`src/rtl/ps2_pkg.sv`:
```
// Shared types and constants for the PS/2 keyboard receiver.
package ps2_pkg;

  typedef enum logic [1:0] {StIdle, StData, StParity, StStop} rx_state_e;

  localparam int unsigned FRAME_BITS     = 11;
  localparam int unsigned DATA_BITS      = 8;
  localparam int unsigned FILTER_LEN_DEF = 8;
  localparam int unsigned TIMEOUT_DEF    = 50000;

  // Odd parity: data bits plus parity bit must contain an odd number of ones.
  function automatic logic parity_ok(logic [DATA_BITS-1:0] data, logic par);
    return ^{data, par};
  endfunction

endpackage

```
`src/rtl/sync_fifo.sv`:
```
// Show-ahead synchronous FIFO; rd_data reads 0 while empty.
module sync_fifo #(
  parameter int unsigned WIDTH = 8,
  parameter int unsigned DEPTH = 16
) (
  input  logic                       clk,
  input  logic                       rst,
  input  logic                       wr_en,
  input  logic [WIDTH-1:0]           wr_data,
  input  logic                       rd_en,
  output logic [WIDTH-1:0]           rd_data,
  output logic                       empty,
  output logic                       full,
  output logic [$clog2(DEPTH+1)-1:0] count
);

  localparam int unsigned AW = $clog2(DEPTH);
  localparam int unsigned CW = $clog2(DEPTH+1);

  logic [WIDTH-1:0] mem [DEPTH];
  logic [AW-1:0]    wr_ptr_q, rd_ptr_q;
  logic [CW-1:0]    count_q;
  logic             do_push, do_pop;

  assign empty   = (count_q == '0);
  assign full    = (count_q == CW'(DEPTH));
  assign count   = count_q;
  assign rd_data = empty ? '0 : mem[rd_ptr_q];

  // A push into a full FIFO is allowed when a pop frees a slot in the same cycle.
  assign do_pop  = rd_en & ~empty;
  assign do_push = wr_en & (~full | do_pop);

  always_ff @(posedge clk) begin
    if (do_push) mem[wr_ptr_q] <= wr_data;
  end

  always_ff @(posedge clk or posedge rst) begin
    if (rst) begin
      wr_ptr_q <= '0;
      rd_ptr_q <= '0;
      count_q  <= '0;
    end else begin
      if (do_push) wr_ptr_q <= wr_ptr_q + AW'(1);
      if (do_pop)  rd_ptr_q <= rd_ptr_q + AW'(1);
      count_q <= count_q + CW'(do_push) - CW'(do_pop);
    end
  end

endmodule

```
`src/rtl/ps2_rx_fifo.sv`:
```
// PS/2 keyboard receiver: clock filter, frame deserialiser with error checks,
// frame timeout and a scan-code FIFO with sticky error flags.
module ps2_rx_fifo
  import ps2_pkg::*;
#(
  parameter int unsigned DEPTH      = 16,
  parameter int unsigned FILTER_LEN = FILTER_LEN_DEF,
  parameter int unsigned TIMEOUT    = TIMEOUT_DEF
) (
  input  logic                       CLOCK_50,
  input  logic                       reset,
  input  logic                       PS2_KBCLK,
  input  logic                       PS2_KBDAT,
  input  logic                       rd_en,
  output logic [7:0]                 rd_data,
  output logic                       empty,
  output logic                       full,
  output logic [$clog2(DEPTH+1)-1:0] count,
  output logic                       parity_err,
  output logic                       frame_err,
  output logic                       overflow,
  input  logic                       clr_err
);

  localparam int unsigned TW      = $clog2(TIMEOUT+1);
  localparam logic [7:0]  FLT_MAX = 8'(FILTER_LEN-1);
  localparam logic [TW-1:0] TMO_MAX = TW'(TIMEOUT);

  logic [1:0]           clk_sync_q, dat_sync_q;
  logic                 ps2_clk, ps2_dat;
  logic                 filt_q, fall_q;
  logic [7:0]           flt_cnt_q;
  logic [TW-1:0]        tmo_cnt_q;
  logic                 tmo_hit;
  rx_state_e            state_q;
  logic [2:0]           bit_cnt_q;
  logic [DATA_BITS-1:0] shift_q, push_data_q;
  logic                 par_q, push_q, perr_ev_q, ferr_ev_q;
  logic                 ovf_ev;

  always_ff @(posedge CLOCK_50 or posedge reset) begin
    if (reset) begin
      clk_sync_q <= 2'b11;
      dat_sync_q <= 2'b11;
    end else begin
      clk_sync_q <= {clk_sync_q[0], PS2_KBCLK};
      dat_sync_q <= {dat_sync_q[0], PS2_KBDAT};
    end
  end

  assign ps2_clk = clk_sync_q[1];
  assign ps2_dat = dat_sync_q[1];

  // Level flips only after FILTER_LEN consecutive disagreeing samples.
  always_ff @(posedge CLOCK_50 or posedge reset) begin
    if (reset) begin
      filt_q    <= 1'b1;
      flt_cnt_q <= '0;
      fall_q    <= 1'b0;
    end else begin
      fall_q <= 1'b0;
      if (ps2_clk == filt_q) begin
        flt_cnt_q <= '0;
      end else if (flt_cnt_q == FLT_MAX) begin
        filt_q    <= ps2_clk;
        flt_cnt_q <= '0;
        fall_q    <= filt_q;
      end else begin
        flt_cnt_q <= flt_cnt_q + 8'd1;
      end
    end
  end

  assign tmo_hit = (state_q != StIdle) && (tmo_cnt_q == TMO_MAX);

  always_ff @(posedge CLOCK_50 or posedge reset) begin
    if (reset) begin
      tmo_cnt_q <= '0;
    end else if (fall_q || state_q == StIdle) begin
      tmo_cnt_q <= '0;
    end else if (!tmo_hit) begin
      tmo_cnt_q <= tmo_cnt_q + TW'(1);
    end
  end

  // Stop-bit outcome is registered, so the push/flag update lands one cycle later.
  always_ff @(posedge CLOCK_50 or posedge reset) begin
    if (reset) begin
      state_q     <= StIdle;
      bit_cnt_q   <= '0;
      shift_q     <= '0;
      par_q       <= 1'b0;
      push_q      <= 1'b0;
      push_data_q <= '0;
      perr_ev_q   <= 1'b0;
      ferr_ev_q   <= 1'b0;
    end else begin
      push_q    <= 1'b0;
      perr_ev_q <= 1'b0;
      ferr_ev_q <= 1'b0;
      if (tmo_hit) begin
        state_q <= StIdle;
      end else if (fall_q) begin
        case (state_q)
          StIdle: begin
            if (!ps2_dat) begin
              state_q   <= StData;
              bit_cnt_q <= '0;
            end
          end
          StData: begin
            shift_q   <= {ps2_dat, shift_q[DATA_BITS-1:1]};
            bit_cnt_q <= bit_cnt_q + 3'd1;
            if (bit_cnt_q == 3'(DATA_BITS-1)) state_q <= StParity;
          end
          StParity: begin
            par_q   <= ps2_dat;
            state_q <= StStop;
          end
          StStop: begin
            state_q     <= StIdle;
            push_data_q <= shift_q;
            perr_ev_q   <= !parity_ok(shift_q, par_q);
            ferr_ev_q   <= !ps2_dat;
            push_q      <= ps2_dat && parity_ok(shift_q, par_q);
          end
          default: state_q <= StIdle;
        endcase
      end
    end
  end

  assign ovf_ev = push_q & full & ~rd_en;

  sync_fifo #(
    .WIDTH (8),
    .DEPTH (DEPTH)
  ) u_fifo (
    .clk     (CLOCK_50),
    .rst     (reset),
    .wr_en   (push_q),
    .wr_data (push_data_q),
    .rd_en   (rd_en),
    .rd_data (rd_data),
    .empty   (empty),
    .full    (full),
    .count   (count)
  );

  // Set wins over clr_err.
  always_ff @(posedge CLOCK_50 or posedge reset) begin
    if (reset) begin
      parity_err <= 1'b0;
      frame_err  <= 1'b0;
      overflow   <= 1'b0;
    end else begin
      parity_err <= (parity_err & ~clr_err) | perr_ev_q;
      frame_err  <= (frame_err & ~clr_err) | ferr_ev_q | tmo_hit;
      overflow   <= (overflow & ~clr_err) | ovf_ev;
    end
  end

endmodule

```
`config.mk`:
```
export PLATFORM = sky130hd
export DESIGN_NAME = ps2_rx_fifo
export DESIGN_NICKNAME = d
export VERILOG_FILES = /design/src/rtl/ps2_pkg.sv /design/src/rtl/sync_fifo.sv /design/src/rtl/ps2_rx_fifo.sv
export SDC_FILE = /design/constraint.sdc
export NUM_CORES = 1
export LEC_CHECK = 0
export BUFFER_PORTS_ARGS = -buffer_cell sky130_fd_sc_hd__clkbuf_2
export CORE_MARGIN = 2
export CORE_UTILIZATION = 50
export DETAILED_ROUTE_END_ITERATION = 16
export GPL_TIMING_DRIVEN = 0
export PLACE_DENSITY = 0.66
export SLEW_MARGIN = 15
export SYNTH_ARGS = -nofsm -noshare
export SYNTH_HDL_FRONTEND = slang
export SYNTH_HIERARCHICAL = 1
export SYNTH_SLANG_ARGS = --single-unit
```
`constraint.sdc`:
```
create_clock -name CLOCK_50 -period 3.7 [get_ports CLOCK_50]
set_clock_uncertainty 0.15 [all_clocks]
set_input_delay 0.555 -clock CLOCK_50 [delete_from_list [all_inputs] [get_ports CLOCK_50]]
set_output_delay 0.555 -clock CLOCK_50 [all_outputs]
set_load 0.01 [all_outputs]
```
[Word level (Yosys, flattened, before mapping)]
Memory sizes are Yosys's and may differ from the RTL's.
Cells that the tools add are included.
Word-level totals
  register bits after elaboration: 71
  memory bits (writable): 128
  bits of input ports: 6
  output and inout port bits: 18
  word-level logic and storage cells: 100
  memories kept: 1
Memories
  u_fifo.mem: depth 16, bits a word 8, read ports 1, clocked after memory_dff 0, write ports 1, RTL line sync_fifo.sv:20  | logic [WIDTH-1:0] mem [DEPTH];
Cells by class
  add/subtract/negate cells: 7
  equal/unequal tests: 12
  mux-type cells: 25
  bitwise gates (word level): 18
  reduce and logical (&&, ||, !) cells: 17
Operators with widths (count)
  $mux W16: 2
  $mux W8: 3
  $add A16 B1 Y16 const B: 1
  $eq A16 B16 Y1 const B: 1
  $mux W1: 13
  $reduce_and A3 Y1: 4
  $reduce_xor A9 Y1: 1
  $add A4 B1 Y4 const B: 2
  $add A8 B1 Y8 const B: 1
  $eq A8 B3 Y1 const B: 1
  $mux W2: 4
  $pmux W2 S4: 1
  $and A1 B1 Y1: 7
  $ne A3 B3 Y1 const B: 2
  $not A1 Y1: 6
  $pmux W3 S2: 1
  $reduce_bool A2 Y1: 3
  $add A5 B1 Y5: 1
  $eq A5 B5 Y1 const B: 1
  $logic_not A5 Y1: 1
  $or A1 B1 Y1: 5
  $sub A5 B1 Y5: 1
  $eq A2 B2 Y1 const B: 2
  $reduce_and A4 Y1: 1
  12 further kinds: 14

[Depth between registers and ports, before layout]
Gate-level depths: netlist of the first run.
  depth after elaboration: 7
  mapped depth: 13
  mapped depth without buffers: 13

[Hierarchy]
Netlist of the first run, hierarchy kept.
By module, submodules not included
  sync_fifo: instances 1, cells an instance 290, area each 5825.6 µm², seq. area each 4169.0 µm²
  ps2_rx_fifo: instances 1, cells an instance 238, area each 2750.1 µm², seq. area each 1457.6 µm²

[Worst setup path before layout of the first run]
No wires, ideal clock.
  path kind: flip-flop to flip-flop
  start point: reg u_fifo.count_q[3] (netlist: u_fifo/count[3])
  end point: reg u_fifo.count_q[4] (netlist: u_fifo/count[4])
  arrival: 2.558 ns
  setup slack: 0.869 ns
  stages on the path, launching flop included: 13
  path buffers: 0
  period minus slack after synthesis: 2.831 ns
  cell sequence: dfrtp_1 > inv_1 > ha_1 > nor4b_4 > nor2_1 > ha_1 > inv_1 > ha_1 > fa_1 > a21oi_1 > nor2_1 > nor2_1 > xnor2_1
On the way
  longest elaborated chain between the ends: 7
RTL lines
  from (decl): RTL line sync_fifo.sv:22  | logic [CW-1:0] count_q;
  from (signal assigned): RTL line sync_fifo.sv:46  | count_q <= count_q + CW'(do_push) - CW'(do_pop);
  $logic_not A5 Y1 *: RTL line sync_fifo.sv:25  | assign empty = (count_q == '0);
  named net empty: RTL line ps2_rx_fifo.sv:16  | output logic empty,
  $not A1 Y1 *: RTL line sync_fifo.sv:31  | assign do_pop = rd_en & ~empty;
  $and A1 B1 Y1 *: RTL line sync_fifo.sv:31
  named net u_fifo.do_pop: RTL line sync_fifo.sv:23  | logic do_push, do_pop;
  $or A1 B1 Y1: RTL line sync_fifo.sv:32  | assign do_push = wr_en & (~full | do_pop);
  $and A1 B1 Y1: RTL line sync_fifo.sv:32
  $add A5 B1 Y5: RTL line sync_fifo.sv:46
  $sub A5 B1 Y5 *: RTL line sync_fifo.sv:46
Mark *: on every way through the listed nets, which the timed path passes. The rest lies on a longest branch.
A chain may end at the register's enable or synchronous reset.

[Final worst setup path of the first run]
  start point: reg u_fifo.count_q[3] (netlist: u_fifo/count[3])
  end point: reg u_fifo.count_q[4] (netlist: u_fifo/count[4])
On the way
  longest elaborated chain between the ends: 7
RTL lines (RTL line)
  $logic_not A5 Y1 *: sync_fifo.sv:25
  $not A1 Y1 *: sync_fifo.sv:31
  $and A1 B1 Y1 *: sync_fifo.sv:31
  named net u_fifo.do_pop: sync_fifo.sv:23
  $or A1 B1 Y1: sync_fifo.sv:32
  $and A1 B1 Y1: sync_fifo.sv:32
  $add A5 B1 Y5: sync_fifo.sv:46
  $sub A5 B1 Y5 *: sync_fifo.sv:46
Marks and branches as above.

==> results of run 1 <==
==> metal layers <==
metal	share of wire (%)	GRT usage [%]	vias to the layer above
met5	0	0	-
met4	1.4	5.90	0
met3	3.7	3.23	19
met2	52	32.1	78
met1	43	24.7	2335
li1	-	-	2110
==> how the worst max path moves through the flow <==
stage,startpoint,end,slack (ps),depth (start not counted)
4_1_cts,u_fifo/count[3],u_fifo/count[4],300,12
6_report,u_fifo/count[3],u_fifo/count[4],330,12
3_5_place_dp,u_fifo/count[3],u_fifo/count[4],340,12
5_1_grt,u_fifo/count[3],u_fifo/count[4],100,12
2_1_floorplan,u_fifo/count[3],u_fifo/count[4],870,12
3_3_place_gp,u_fifo/count[3],u_fifo/count[4],410,12
==> metrics by stage <==
step	util, %	std cells	cell area (um^2)
floorplan	-	528	8580
global placement	53.7	771	8970
detailed placement	53.9	772	9000
CTS	57.3	804	9570
global route	57.3	804	9570
finish	57.3	804	9570
==> cells in the mapped netlist (all sizes together), types with 3 or more instances <==
cell type  number
dfstp           5
inv            22
and3            3
nor2           37
and2b           5
mux4           32
mux2i          10
or4             5
nor2b           3
clkbuf          8
and2            4
a21oi           9
o21ai           6
nand2          19
nand4           8
ha             20
edfxtp        128
xnor2          18
nand3          11
xor2           13
a211oi         16
nor3            8
dfrtp          66
buf            13
mux2           19
or3             5
==> power by group through the flow <==
stage | Combinational (mW) | Clock, mW | Sequential, mW
after CTS | 1.15 | 1.81 | 2.50
final | 1.13 | 1.78 | 2.50
after global routing | 1.23 | 1.90 | 2.51
after detailed placement | 1.14 | 0 | 2.54
after floorplan | 0.820 | 0 | 2.54
after global placement | 1.10 | 0 | 2.54
==> cell type report <==
type	count	area [um^2]	share of cell area [%]
Clock buffer	17	425	4.44
Tap cell	220	275	2.88
Multi-Input combinational cell	286	2730	28.5
Buffer	21	158	1.65
Sequential cell	199	5630	58.8
Clock inverter	15	141	1.48
Inverter	22	82.6	0.863
Timing Repair Buffer	24	135	1.41
==> critical path: stages, from the launching register on <==
cell	delay [ps]
dfrtp_1	400
inv_1	90
ha_1	170
nor4b_4	650
nor2_1	340
ha_1	380
inv_1	40
ha_1	200
fa_1	420
a21oi_1	170
nor2_1	60
nor2_1	110
xnor2_1	120
==> sequential cells by signal, indices dropped and copies added (netlist names), 4 cells and up <==
register	count
u_fifo/mem	128
u_fifo/rd_ptr_q	4
shift_q	8
u_fifo/wr_ptr_q	4
push_data_q	8
u_fifo/count	5
tmo_cnt_q	16
flt_cnt_q	8
==> cells by family after synthesis <==
group / after synthesis / synth area share (%)
compound gates: 47 / 3.91
buf+inv: 43 / 2.80
simple gates: 125 / 8.33
xor+xnor: 32 / 3.43
mux: 61 / 12.8
flops: 199 / 65.6
fa+ha+maj: 21 / 3.15
==> impl_metrics.tcl, run 1 <==
set metrics [dict create \
    route.detailed.drc 0 \
    fin_crit_sh_pct 91.1 \
    diodes 0 \
    core_area_um2 16700 \
    period_needed_ps 3370 \
    start_kind "flop" \
    rsz0062_at_grt "no" \
    final_common_cell "edfxtp_1" \
    worstSetupEndpointType "flop" \
    drt_iter0_drc 336 \
    chipWidth_um 135 \
    grt_max_degree 33 \
    synth_top_area_cell "edfxtp_1" \
    grt_pass1_wl_um 25400 \
    slew_headroom_pct 40.6 \
    cap_violations 0 \
    synth_flop_cell "edfxtp_1" \
    synth-seq-cells 199 \
    routabilityCongestion 0.792 \
    min_path_type "input pin to async pin" \
    antenna_found_initial 0 \
    hold_violations 0 \
    routed_wl_um 15900 \
    track_usage_pct 18.7 \
    die_height_um 135 \
    reg2reg_from "u_fifo/count[3]" \
    status "complete, no violations" \
    final_max_slew_viol_count 0 \
    clockBufferDepth 2 \
    p_clk_share_pct 32.9 \
    numPortBuffers 23 \
    syn_to_final_growth_pct 11.6 \
    p_sw_share_pct 27.8 \
    grt-ovfl-total 0 \
    cts_tree "built" \
    final_net_count 598 \
    cts_buffers 17 \
    worstSetupPathType "flop to flop" \
    postRouteAntennaNets 0 \
    cts_sinks 199 \
    synth_top_area_share_pct 44.8 \
    hold_buffers 0 \
    final_layout_size_suffix_gt1_share_pct 17.6 \
    grt_pass1_vias 4578 \
    clock.fmax_ghz 0.297 \
    syn_area_um2 8580 \
    worst_ep_required_time_ps 3900 \
    wl_per_cell_um 19.8 \
    cts_root_buffer "clkbuf_16" \
    r2r_end "u_fifo/count[4]" \
    avgSynthCellArea_um2 16.2 \
    initial_core_util_pct 51.3 \
    finalSetupViolCount 0 \
    tightest_slew_ps 888 \
    p_sw_mw 1.50 \
    clkTransAtPathRegs_ps 70 \
    dr.pass1.iters 4 \
    ctsResizeCount 0 \
    cellPowerDensity_nw_per_um2 564 \
    intPower_mw 3.90 \
    dp_hpwl_um 10600 \
    ys.warnings.count 6 \
    fin_setup_tns_ps 0 \
    holdWs_ps 29.5 \
    ys_types 66 \
    worst-r2r-setup-slack_ps 330 \
    fp.dieArea_um2 18200 \
    yosysSeqAreaShare_pct 65.6 \
    nFillCells 1307 \
    worst_slack_ps 328 \
    cts_setup_buffers 0 \
    ios 24 \
    vias 4542 \
    leakagePower_nw 4.02 \
    dp_slack_ps 343 \
    seqPwrFrac_pct 46.2 \
    mostFrequentLayoutCells "128 x edfxtp_1, 66 x dfrtp_1, 37 x nor2_1, 23 x clkbuf_2, 21 x inv_1" \
    arrival_ps 3570 \
    power_mw 5.40 \
    rows 47 \
    reg2regPathDepth 12 \
    clock_latency_ps 430 \
    via_per_inst 5.65 \
    irDropWorstVdd_mv 0.431 \
    synth_area_leaders "edfxtp_1 45%, dfrtp_1 19%, mux4_1 4.9%, mux4_2 4.2%, ha_1 2.9%" \
    synth_nets 555 \
    cp_max_fo 10 \
    pwr-share-comb_pct 20.9 \
    async_reset_ff_share_pct 35.7 \
    h-tree-depth 4 \
    netlist_instances 528 \
    synth_edf_count 128 \
]
Power figures use the tool's default switching activity.
==> inputs of run 2 (changes only) <==
--- a/config.mk
+++ b/config.mk
@@ -11,6 +11,7 @@
 export DETAILED_ROUTE_END_ITERATION = 16
 export GPL_TIMING_DRIVEN = 0
 export PLACE_DENSITY = 0.66
+export RECOVER_POWER = 50
 export SLEW_MARGIN = 15
 export SYNTH_ARGS = -nofsm -noshare
 export SYNTH_HDL_FRONTEND = slang
==> impl_metrics.tcl, run 2 (synthesized netlist as in run 1, its figures left out) <==
set metrics [dict create \
    worstSetupEndpointType "flop" \
    final_max_slew_viol_count 33 \
    instances_no_fill 804 \
    fp.dieArea_um2 18200 \
    initial_core_util_pct 51.3 \
    clkTransAtPathRegs_ps 70 \
    leakagePower_nw 4.02 \
    numPortBuffers 23 \
    drt_iter0_drc 340 \
    ios 24 \
    finalSetupViolCount 0 \
    cts_buffers 17 \
    core_area_um2 16700 \
    worstSetupPathType "flop to flop" \
    cts_tree "built" \
    mostFrequentLayoutCells "128 x edfxtp_1, 66 x dfrtp_1, 37 x nor2_1, 23 x clkbuf_2, 22 x inv_1" \
    rows 47 \
    route.detailed.drc 0 \
    chipWidth_um 135 \
    clockBufferDepth 2 \
    grtUsageMet2_pct 32.1 \
    grt-busiest-layer "met2" \
    diodes 0 \
    via_per_inst 5.61 \
    violations "max-capacitance violations, max-slew violations" \
    fin_crit_sh_pct 91.0 \
    cellPowerDensity_nw_per_um2 565 \
    final_net_count 598 \
    period_needed_ps 3370 \
    antenna_found_initial 0 \
    final_common_cell "edfxtp_1" \
    clock.fmax_ghz 0.297 \
    grt_max_degree 33 \
    clock_latency_ps 430 \
    largest-register "u_fifo/mem" \
    cts_sinks 199 \
    die_height_um 135 \
    slew_headroom_pct -14.1 \
    min_path_type "input pin to async pin" \
    largest_reg_flops 128 \
    postRouteAntennaNets 0 \
    largestRegisters "u_fifo/mem: 128 flops, tmo_cnt_q: 16 flops" \
    grt_pass1_vias 4578 \
    grt_pass1_wl_um 25400 \
    start_kind "flop" \
    worst-r2r-setup-slack_ps 330 \
    routed_wl_um 15900 \
    cap_violations 1 \
    tightest_slew_ps 1710 \
    vias 4514 \
    hold_violations 0 \
    fin_setup_tns_ps 0 \
    irDropWorstVdd_mv 0.432 \
    cp_max_fo 10 \
    track_usage_pct 18.7 \
    dr.pass1.iters 4 \
    worst_ep_required_time_ps 3900 \
    arrival_ps 3570 \
    routabilityCongestion 0.792 \
    grt.met3_usage_pct 3.23 \
    cts_root_buffer "clkbuf_16" \
    placedCellCount 772 \
    dp_hpwl_um 10600 \
    h-tree-depth 4 \
    status "finished with violations" \
    nFillCells 1310 \
    wl_per_cell_um 19.8 \
    grt-ovfl-total 0 \
    final_layout_size_suffix_gt1_share_pct 17.1 \
    syn_to_final_growth_pct 11.4 \
    use_met1_pct 24.7 \
    ctsResizeCount 0 \
    hold_buffers 0 \
    rsz0062_at_grt "no" \
    cts_setup_buffers 0 \
]
-- run 2: worst max-delay path: stages (launching register included) --
cell,delay (ps)
dfrtp_1,400
inv_1,90
ha_1,170
nor4b_4,640
nor2_1,340
ha_1,380
inv_1,40
ha_1,200
fa_1,420
a21oi_1,170
nor2_1,60
nor2_1,110
xnor2_1,120
-- run 2: final cells by class --
class / count / area, um^2 / share of cell area [%]
sequential: 199 / 5630 / 58.9
buffer: 21 / 158 / 1.65
multi-input combinational: 286 / 2730 / 28.6
clock inverter: 15 / 141 / 1.48
timing repair buffer: 24 / 119 / 1.24
tap: 220 / 275 / 2.88
clock buffer: 17 / 425 / 4.45
inverter: 22 / 82.6 / 0.864
-- run 2: where the power goes --
part           internal, mW  leakage (nW)  total [mW]  switching (mW)
Sequential             2.43          2.40        2.50          0.0698
Clock                 0.944         0.279        1.78           0.832
Combinational         0.527          1.34        1.13           0.602
-- run 2: path summary, 6_finish.rpt --
kind | cells after the start | to | startpoint
min in group CLOCK_50 | 1 | clk_sync_q[0] | PS2_KBCLK
hold / removal | 2 | u_fifo/rd_ptr_q[2] | reset
hold reg to reg | 0 | dat_sync_q[1] | dat_sync_q[0]
setup / recovery | 12 | u_fifo/count[4] | u_fifo/count[3]
max in group asynchronous | 3 | shift_q[0] | reset
setup reg to reg | 12 | u_fifo/count[4] | u_fifo/count[3]
-- run 2: through the flow --
step	setup slack [ps]	area [um^2]	hold WS, ps	total power [mW]	util [%]
3_3_place_gp	415	8970	201	3.64	53.7
3_5_place_dp	343	9000	197	3.68	53.9
2_1_floorplan	869	8580	195	3.36	-
6_report	331	9560	25.9	5.40	57.2
4_1_cts	305	9570	31.6	5.46	57.3
5_1_grt	106	9560	34.7	5.63	57.2
-- run 2: per-layer routing --
metal	vias up	wire length [um]
met5	-	0
met4	0	216
met3	17	539
met2	65	8260
met1	2323	6880
li1	2109	-
==> inputs of run 3 (changes only) <==
--- a/config.mk
+++ b/config.mk
@@ -6,6 +6,7 @@
 export NUM_CORES = 1
 export LEC_CHECK = 0
 export BUFFER_PORTS_ARGS = -buffer_cell sky130_fd_sc_hd__clkbuf_2
+export CORE_ASPECT_RATIO = 1.5
 export CORE_MARGIN = 2
 export CORE_UTILIZATION = 50
 export DETAILED_ROUTE_END_ITERATION = 16
==> impl_metrics.tcl, run 3 (synthesized netlist as in run 1, its figures left out) <==
set metrics [dict create \
    status "finished with violations" \
    violations "max-capacitance violations, max-slew violations" \
    worst_ep_required_time_ps 3900 \
    cp_max_fo 10 \
    worstSetupPathType "flop to flop" \
    cts_buffers 17 \
    cts_setup_buffers 0 \
    slew_headroom_pct -8.57 \
    dr.pass1.iters 4 \
    placedCellCount 762 \
    p_sw_share_pct 27.1 \
    fin_setup_tns_ps 0 \
    routed_wl_um 16000 \
    rsz0062_at_grt "no" \
    core_area_um2 16800 \
    largest_reg_flops 128 \
    cellPowerDensity_nw_per_um2 574 \
    grt_max_degree 38 \
    h-tree-depth 4 \
    largest-register "u_fifo/mem" \
    cp-startpoint "u_fifo/count[2]" \
    syn_to_final_growth_pct 11.9 \
    final_common_cell "edfxtp_1" \
    hold_depth 1 \
    track_usage_pct 19.0 \
    numPortBuffers 23 \
    reg2regPathDepth 12 \
    clock_latency_ps 430 \
    routabilityCongestion 0.842 \
    grt-ovfl-total 0 \
    route.detailed.drc 0 \
    cts_sinks 199 \
    grt_pass1_vias 4738 \
    drt_iter0_drc 209 \
    hold_path_end "clk_sync_q[0]" \
    clock.fmax_ghz 0.307 \
    min_from "PS2_KBCLK" \
    largestRegisters "u_fifo/mem: 128 flops, tmo_cnt_q: 16 flops" \
    period_needed_ps 3260 \
    mostFrequentLayoutCells "128 x edfxtp_1, 66 x dfrtp_1, 37 x nor2_1, 22 x inv_1, 22 x clkbuf_2" \
    die_height_um 164 \
    cap_violations 1 \
    antenna_found_initial 0 \
    grt_pass1_wl_um 25900 \
    worstSetupEndpointType "flop" \
    p_clk_share_pct 33.7 \
    dp_hpwl_um 11000 \
    finalSetupViolCount 0 \
    tightest_slew_ps 1630 \
    r2r_end "u_fifo/count[4]" \
    worst-r2r-setup-slack_ps 440 \
    cts_tree "built" \
    reg2reg_from "u_fifo/count[2]" \
    diodes 0 \
    start_kind "flop" \
    final_util_pct 57.3 \
    min_path_type "input pin to flop" \
    p_sw_mw 1.49 \
    vias 4556 \
    rows 58 \
    irDropWorstVdd_mv 0.402 \
    final_max_slew_viol_count 38 \
    instances_no_fill 795 \
    ios 24 \
    fin_crit_sh_pct 88.0 \
    final_layout_size_suffix_gt1_share_pct 16.9 \
    seqPwrFrac_pct 45.4 \
    fp.dieArea_um2 18200 \
    cts_root_buffer "clkbuf_16" \
    pwr-share-comb_pct 20.9 \
    initial_core_util_pct 51.2 \
    hold_violations 0 \
    clockBufferDepth 2 \
    arrival_ps 3460 \
    postRouteAntennaNets 0 \
    wl_per_cell_um 20.1 \
    chipWidth_um 111 \
    intPower_mw 4.02 \
    final_net_count 599 \
    leakagePower_nw 4.03 \
    clkTransAtPathRegs_ps 70 \
    via_per_inst 5.73 \
]
[run 3: changes by cell type in the layout (fill, tap and decap cells not counted)]
cell / change
inv_6: -6
clkinvlp_4: +3
bufinv_16: +2
and2_0: +1
and2_1: -1
clkbuf_2: -1
clkinv_2: -1
clkinv_4: +1
clkinvlp_2: +1
dlygate4sd3_1: +1
dlymetal6s2s_1: +1
[run 3: how the worst max path moves through the flow]
stage,end,slack (ps),depth (start not counted)
after global placement,u_fifo/count[4],500,12
final,u_fifo/count[4],440,12
after CTS,rd_data[0],410,7
after floorplan,u_fifo/count[4],870,12
after global routing,push_data_q[2],130,4
after detailed placement,u_fifo/count[4],440,12
[run 3: repair_timing]
item	CTS	global route
endpoints found under the hold margin	23	0
gates resized for setup	0	0
hold buffers	1	0
[run 3: through the flow]
| stage | worst slack (ps) | hold WS, ps | cell area, um^2 | power [mW] |
|---|---|---|---|---|
| after global placement | 503 | 197 | 8950 | 3.68 |
| after floorplan | 869 | 195 | 8580 | 3.36 |
| after global routing | 130 | 40.8 | 9600 | 5.77 |
| final | 444 | 52.6 | 9600 | 5.51 |
| after detailed placement | 445 | 199 | 8990 | 3.72 |
| after CTS | 408 | 35.9 | 9610 | 5.57 |
[run 3: power groups by stage]
stage               combinational, mW  clock [mW]  sequential [mW]
floorplan                       0.820           0             2.54
global placement                 1.13           0             2.54
detailed placement               1.17           0             2.55
CTS                              1.17        1.90             2.50
global route                     1.26        2.00             2.51
finish                           1.15        1.86             2.50
[run 3: metal layers]
metal	part of all wire [%]	vias to the layer above	global-route usage [%]	routed length, um
li1	-	2107	-	-
met1	39	2369	21.9	6300
met2	56	63	35.7	8940
met3	2.6	17	3.38	423
met4	1.9	0	6.36	297
met5	0	-	0	0
[run 3: critical path, cell delays in order (launching register included)]
cell     delay (ps)
dfrtp_1         390
inv_1            90
ha_1            170
nor4b_4         630
nor2_1          270
ha_1            350
inv_1            40
ha_1            190
fa_1            410
a21oi_1         180
nor2_1           60
nor2_1          110
xnor2_1         120
[run 3: final cells by class]
| class | instances | area, um^2 |
|---|---|---|
| clock buffers | 17 | 425 |
| multi-input cells | 286 | 2730 |
| repair buffers | 25 | 136 |
| fillers | 1283 | 7160 |
| inverters | 22 | 82.6 |
| well taps | 210 | 263 |
| plain buffers | 21 | 158 |
| clock inverters | 15 | 180 |
| flip-flops and latches | 199 | 5630 |
